[config.mk]
export PLATFORM = sky130hd
export DESIGN_NAME = c7_seq_divider_flat
export DESIGN_NICKNAME = d
export VERILOG_FILES = /design/src/rtl/c7_seq_divider_if.sv /design/src/rtl/c7_seq_divider.sv /design/src/flat_wrapper.sv
export SDC_FILE = /design/constraint.sdc
export NUM_CORES = 1
export LEC_CHECK = 0
export CORE_UTILIZATION = 32
export DETAILED_ROUTE_END_ITERATION = 10
export GPL_TIMING_DRIVEN = 0
export PLACE_DENSITY = 0.55
export SLEW_MARGIN = 5
export SYNTH_ARGS = -nofsm -noshare
export SYNTH_HDL_FRONTEND = slang
export SYNTH_SLANG_ARGS = --single-unit
[constraint.sdc]
create_clock -name clk -period 2.55 [get_ports clk]
set_input_delay 0.255 -clock clk [delete_from_list [all_inputs] [get_ports clk]]
set_output_delay 0.255 -clock clk [all_outputs]
set_load 0.02 [all_outputs]
[src/rtl/c7_seq_divider_if.sv]
// Operand/result bundle for the sequential restoring divider.
// The tile wrapper (or a bench) drives the master side; the divider is the slave.
interface c7_seq_divider_if #(
  parameter int N_W = 8,
  parameter int D_W = 4
);
  logic           start;
  logic [N_W-1:0] dividend;
  logic [D_W-1:0] divisor;
  logic           busy;
  logic           done;
  logic [N_W-1:0] quotient;
  logic [D_W-1:0] remainder;
  logic           div_by_zero;

  modport master (
    output start, dividend, divisor,
    input  busy, done, quotient, remainder, div_by_zero
  );

  modport slave (
    input  start, dividend, divisor,
    output busy, done, quotient, remainder, div_by_zero
  );
endinterface

[src/rtl/c7_seq_divider.sv]
// Sequential restoring divider: one quotient bit per clock, MSB first.
// start/busy/done handshake; results are held until the next accepted start.
module c7_seq_divider #(
  parameter int N_W = 8,
  parameter int D_W = 4
) (
  input  logic              clk,
  input  logic              rst,
  c7_seq_divider_if.slave   bus
);

  localparam int CNT_W = (N_W > 1) ? $clog2(N_W + 1) : 1;

  typedef enum logic [1:0] {
    S_IDLE = 2'd0,
    S_RUN  = 2'd1,
    S_DONE = 2'd2
  } state_t;

  state_t           r_state;
  state_t           w_state_nxt;

  logic [N_W-1:0]   r_dvd_sh;     // dividend shifting out at the top, quotient bits in at the bottom
  logic [D_W-1:0]   r_dvs;        // latched divisor
  logic [D_W:0]     r_prem;       // partial remainder, one bit wider than the divisor
  logic [CNT_W-1:0] r_cnt;        // iterations completed in the current operation

  logic [N_W-1:0]   r_quot;
  logic [D_W-1:0]   r_rem;
  logic             r_dbz;

  logic             w_accept;
  logic             w_last;
  logic             w_dvs_zero;
  logic [D_W+1:0]   w_shifted;    // partial remainder after pulling in the next dividend bit
  logic [D_W+1:0]   w_trial;      // trial subtraction; MSB is the borrow
  logic             w_neg;
  logic [D_W:0]     w_prem_nxt;
  logic [N_W-1:0]   w_dvd_nxt;
  logic             w_busy;
  logic             w_done;

  // Handshake decode: a start only counts in IDLE, and the final iteration is flagged by the counter.
  assign w_accept   = (r_state == S_IDLE) && bus.start;
  assign w_dvs_zero = (bus.divisor == '0);
  assign w_last     = (r_state == S_RUN) && (r_cnt == CNT_W'(N_W - 1));

  // One restoring step: shift, trial-subtract, keep the difference only if it did not borrow.
  // The shifted value is always below twice the divisor, so a D_W+2 bit subtraction cannot wrap.
  assign w_shifted  = {r_prem, r_dvd_sh[N_W-1]};
  assign w_trial    = w_shifted - {2'b00, r_dvs};
  assign w_neg      = w_trial[D_W+1];
  assign w_prem_nxt = w_neg ? w_shifted[D_W:0] : w_trial[D_W:0];

  generate
    if (N_W > 1) begin : g_shift_wide
      assign w_dvd_nxt = {r_dvd_sh[N_W-2:0], ~w_neg};
    end else begin : g_shift_single
      assign w_dvd_nxt = ~w_neg;
    end
  endgenerate

  // State register.
  always_ff @(posedge clk) begin
    // NOTE: sequential state is written with non-blocking assignments so every flop
    // samples the values from before the edge, independent of process ordering.
    if (rst) begin
      r_state <= S_IDLE;
    end else begin
      r_state <= w_state_nxt;
    end
  end

  // Next-state logic: IDLE -> RUN (or straight to DONE on a zero divisor), RUN -> DONE after N_W steps.
  always_comb begin
    // NOTE: default first, so every path assigns the variable and no latch is inferred.
    w_state_nxt = r_state;
    unique case (r_state)
      S_IDLE: begin
        if (bus.start) begin
          w_state_nxt = w_dvs_zero ? S_DONE : S_RUN;
        end
      end
      S_RUN: begin
        if (w_last) begin
          w_state_nxt = S_DONE;
        end
      end
      S_DONE: begin
        w_state_nxt = S_IDLE;
      end
      default: begin
        w_state_nxt = S_IDLE;
      end
    endcase
  end

  // Output decode: busy for the whole RUN state, done for the single DONE cycle.
  always_comb begin
    w_busy = 1'b0;
    w_done = 1'b0;
    unique case (r_state)
      S_RUN:   w_busy = 1'b1;
      S_DONE:  w_done = 1'b1;
      default: begin
        w_busy = 1'b0;
        w_done = 1'b0;
      end
    endcase
  end

  // Iteration state and visible results; results change only on the accepting or final edge.
  always_ff @(posedge clk) begin
    if (rst) begin
      r_cnt  <= '0;
      r_prem <= '0;
      r_quot <= '0;
      r_rem  <= '0;
      r_dbz  <= 1'b0;
    end else if (w_accept) begin
      r_cnt  <= '0;
      r_prem <= '0;
      if (w_dvs_zero) begin
        r_quot <= '1;
        r_rem  <= '0;
        r_dbz  <= 1'b1;
      end else begin
        r_dbz  <= 1'b0;
      end
    end else if (r_state == S_RUN) begin
      r_prem <= w_prem_nxt;
      r_cnt  <= r_cnt + CNT_W'(1);
      if (w_last) begin
        r_quot <= w_dvd_nxt;
        r_rem  <= w_prem_nxt[D_W-1:0];
      end
    end
  end

  // Operand registers: loaded on accept, dividend register shifts during RUN.
  always_ff @(posedge clk) begin
    // NOTE: these carry no reset; they are always loaded on the accepting edge
    // before anything reads them, so a reset would only add fan-out.
    if (w_accept) begin
      r_dvd_sh <= bus.dividend;
      r_dvs    <= bus.divisor;
    end else if (r_state == S_RUN) begin
      r_dvd_sh <= w_dvd_nxt;
    end
  end

  assign bus.busy        = w_busy;
  assign bus.done        = w_done;
  assign bus.quotient    = r_quot;
  assign bus.remainder   = r_rem;
  assign bus.div_by_zero = r_dbz;

endmodule

[src/flat_wrapper.sv]
// flat-port wrapper written by rule: the top's interface ports become plain ports
module c7_seq_divider_flat 
#(
  parameter int N_W = 8,
  parameter int D_W = 4
)
  (clk, rst, bus_start, bus_dividend, bus_divisor, bus_busy, bus_done, bus_quotient, bus_remainder, bus_div_by_zero);
  c7_seq_divider_if #(.N_W(N_W), .D_W(D_W)) bus_i ();
  input  logic clk;
  input  logic rst;
  input wire logic [$bits(bus_i.start)-1:0] bus_start;
  input wire logic [$bits(bus_i.dividend)-1:0] bus_dividend;
  input wire logic [$bits(bus_i.divisor)-1:0] bus_divisor;
  output wire logic [$bits(bus_i.busy)-1:0] bus_busy;
  output wire logic [$bits(bus_i.done)-1:0] bus_done;
  output wire logic [$bits(bus_i.quotient)-1:0] bus_quotient;
  output wire logic [$bits(bus_i.remainder)-1:0] bus_remainder;
  output wire logic [$bits(bus_i.div_by_zero)-1:0] bus_div_by_zero;
  assign bus_i.start = bus_start;
  assign bus_i.dividend = bus_dividend;
  assign bus_i.divisor = bus_divisor;
  assign bus_busy = bus_i.busy;
  assign bus_done = bus_i.done;
  assign bus_quotient = bus_i.quotient;
  assign bus_remainder = bus_i.remainder;
  assign bus_div_by_zero = bus_i.div_by_zero;
  c7_seq_divider #(.N_W(N_W), .D_W(D_W)) u_core (.clk(clk), .rst(rst), .bus(bus_i));
endmodule
==> reports/qor.txt <==
status: complete, no violations
critical hold path startpoint: u_core.bus.remainder[2]$_SDFFE_PP0P_
number of nets still failing antenna checks after routing: 0
CP Launch Point: u_core.r_state[1]$_SDFFE_PP0P_
CP max stage delay: 650 ps
syn_nets: 198
IO buf count: 29
Die ar.: 5620 sq um
Ant. Diodes: 0
nets: 234
Main synth FF type: dfxtp_1
worst-margin pin slew: 520 ps
Post-DP HPWL: 2780 microns
final wirelength: 3710 microns
Hold Crit Class: flip-flop to flip-flop
CTS Buffer Depth: 2
final worst path period share: 91.4%
Post-synth EDFFs: 12
vias in the first global route: 1,255
Initial Util: 33.3%
IO Pins: 30
clock share of power: 36.1%
overall routing resource usage: 14.7%
1st-iter DRT viols: 52
max_slew headroom: 65.0%
top post-synthesis cells by area: dfxtp_1, edfxtp_1, nand2_1
Power Internal: 0.00102 W
clock sinks: 36
Crit. End Element: output pin
first-pass GRT wire length: 6080 microns
Area growth, synth to finish: 28.5%
gpl congestion: 0.769
Max-Cap Viols: 0
unique cell type count in the Yosys netlist: 40
post-CTS sizing: 0
final setup skew: 4.45 ps
TritonCTS clock tree: yes
Fmax: 429 MHz
Mapped Cells: 177
vias per inst: 4.81
flops & latches, synth: 36
Clock Tree Root: clkbuf_8
initial antenna violation count: 0
final-report hold violation count: 0
most frequent cell after synthesis: nand2_1
setup bufs post-CTS: 0
hold buffer count at cts: 0
critical path type: flip-flop to output pin
crit-path cells: nand2b_1 > clkbuf_1 > inv_1 > buf_2 > clkdlybuf4s50_1
WL per Instance: 13.1 microns
average instance area after synthesis: 9.62 sq um
Switching Power: 0.000335 W
first drt pass iteration count: 4
total CTS buffers: 5
DRC violations left: 0
Total Power: 0.00135 W
min Tclk post-route: 2330 ps
Worst-path clk slew: 70 ps
crit path DAT: 2080 ps
ys async rst share: 0%
Fillers: 550
Synth area leader: dfxtp_1
Pleak: 0.847 nW
global route overflow: 0
ratio of cells with drive above 1 in the final layout: 12.1%
max-slew violation count: 0
register area: 841 sq um
via count: 1,367
multi-input logic area: 802 sq um
Sw Ratio: 24.8%
number of core rows: 26
core area: 5110 sq um
Final Setup Violations: 0
synthesized cell area: 1700 sq um
RSZ-0062 raised after global routing: no
share of Yosys cell area claimed by the top area cell type: 28.2%
Ys Warns: 0
Die Span Y: 75.0 microns
largest net degree at the start of global routing: 14
Crit Reg-Reg Startpoint: u_core.r_dvs[1]$_DFFE_PP_
Post-Route Setup TNS: 0 ps
Commonest cells post-synth: nand2_1, dfxtp_1, nor2_1
chip width: 75.0 microns
Comb power frac: 15.5%
Power Density: 618 nW/um^2
register share of total power: 48.4%
CTS H-tree depth: 2
sequential fraction of the synthesis area: 49.4%
Skew-Pair Late Insertion Delay: 280 ps
worst-path fanout max: 10
crit start category: flip-flop
Worst VDD drop: 0.000335 V
CP max stage cell: clkdlybuf4s50_1
worst endpoint required time: 2300 ps
per-stage QoR:
stage / area (sq um) / std cells / worst slack (ps) / hold slack (ps) / utilization (%)
3_3_place_gp: 2080 / 276 / 219 / 427 / 40.7
6_report: 2190 / 284 / 219 / 442 / 42.8
5_1_grt: 2190 / 284 / 33.7 / 473 / 42.8
2_1_floorplan: 1700 / 177 / 590 / 324 / -
3_5_place_dp: 2080 / 276 / 217 / 439 / 40.7
4_1_cts: 2190 / 284 / 201 / 449 / 42.8
path summary, 6_finish.rpt:
path	to	slack [ps]	depth (start not counted)
setup / recovery	bus_busy	220	5
hold / removal	u_core.bus.remainder[2]$_SDFFE_PP0P_	440	2
setup reg to reg	u_core.r_prem[0]$_SDFFE_PP0P_	410	7
hold reg to reg	u_core.bus.remainder[2]$_SDFFE_PP0P_	440	2
critical path, delay by kind of cell (launching register included):
kind                   cells  cell delay, ps
buffers and inverters      4            1340
flip-flops                 1             330
AND/OR/NAND/NOR            1             130
cell usage in the layout, fill, tap and decap left out, types with 2 or more instances in the layout:
cell              n
buf_2             3
a211oi_2          2
nand4_1           2
o211ai_1          2
ha_1              5
o221a_2           8
clkbuf_8          5
or2_1             2
nor3_1            3
dfxtp_1          24
nand2_1          44
clkbuf_1          5
a31oi_1           2
o21ai_0           4
nor2_1           14
inv_1             8
clkdlybuf4s50_1  29
xor2_1            3
nand3b_1          4
a21oi_1          10
edfxtp_1         12
final cells by class:
type	count	share of cell area [%]
plain buffers	7	1.37
flip-flops and latches	36	38.4
inverters	8	1.37
repair buffers	29	13.3
well taps	70	4.00
clock inverters	2	1.60
multi-input cells	126	36.6
clock buffers	6	3.32
routing by layer:
metal  vias up  global-route usage, %  part of all wire, %
met1       638                   21.5                   52
met2        23                   21.5                   44
met3         2                   3.88                  3.5
li1        704                      -                    -
met4         0                   3.77                 0.54
met5         -                      0                    0
logic make-up after synthesis:
| family | share of synthesized area, % |
|---|---|
| adders and majority gates | 4.85 |
| and+or+nand+nor | 19.8 |
| muxes | 1.47 |
| buffers and inverters | 3.53 |
| AOI/OAI and AO/OA | 18.9 |
| xor gates and xnor gates | 2.06 |
| DFF | 49.4 |
registers in the layout, summed over array words and instances (netlist names):
signal / count
u_core.r_state: 2
u_core.r_cnt: 4
u_core.r_prem: 5
u_core.r_dvs: 4
u_core.bus.remainder: 4
u_core.bus.div_by_zero: 1
u_core.r_dvd_sh: 8
u_core.bus.quotient: 8
power by group through the flow:
stage               registers (W)  logic (W)  clock network, W
finish                   0.000654   0.000210          0.000488
floorplan                0.000665   0.000141                 0
global route             0.000658   0.000236          0.000538
detailed placement       0.000667   0.000212                 0
CTS                      0.000653   0.000213          0.000506
global placement         0.000667   0.000210                 0
Power figures use the tool's default switching activity.
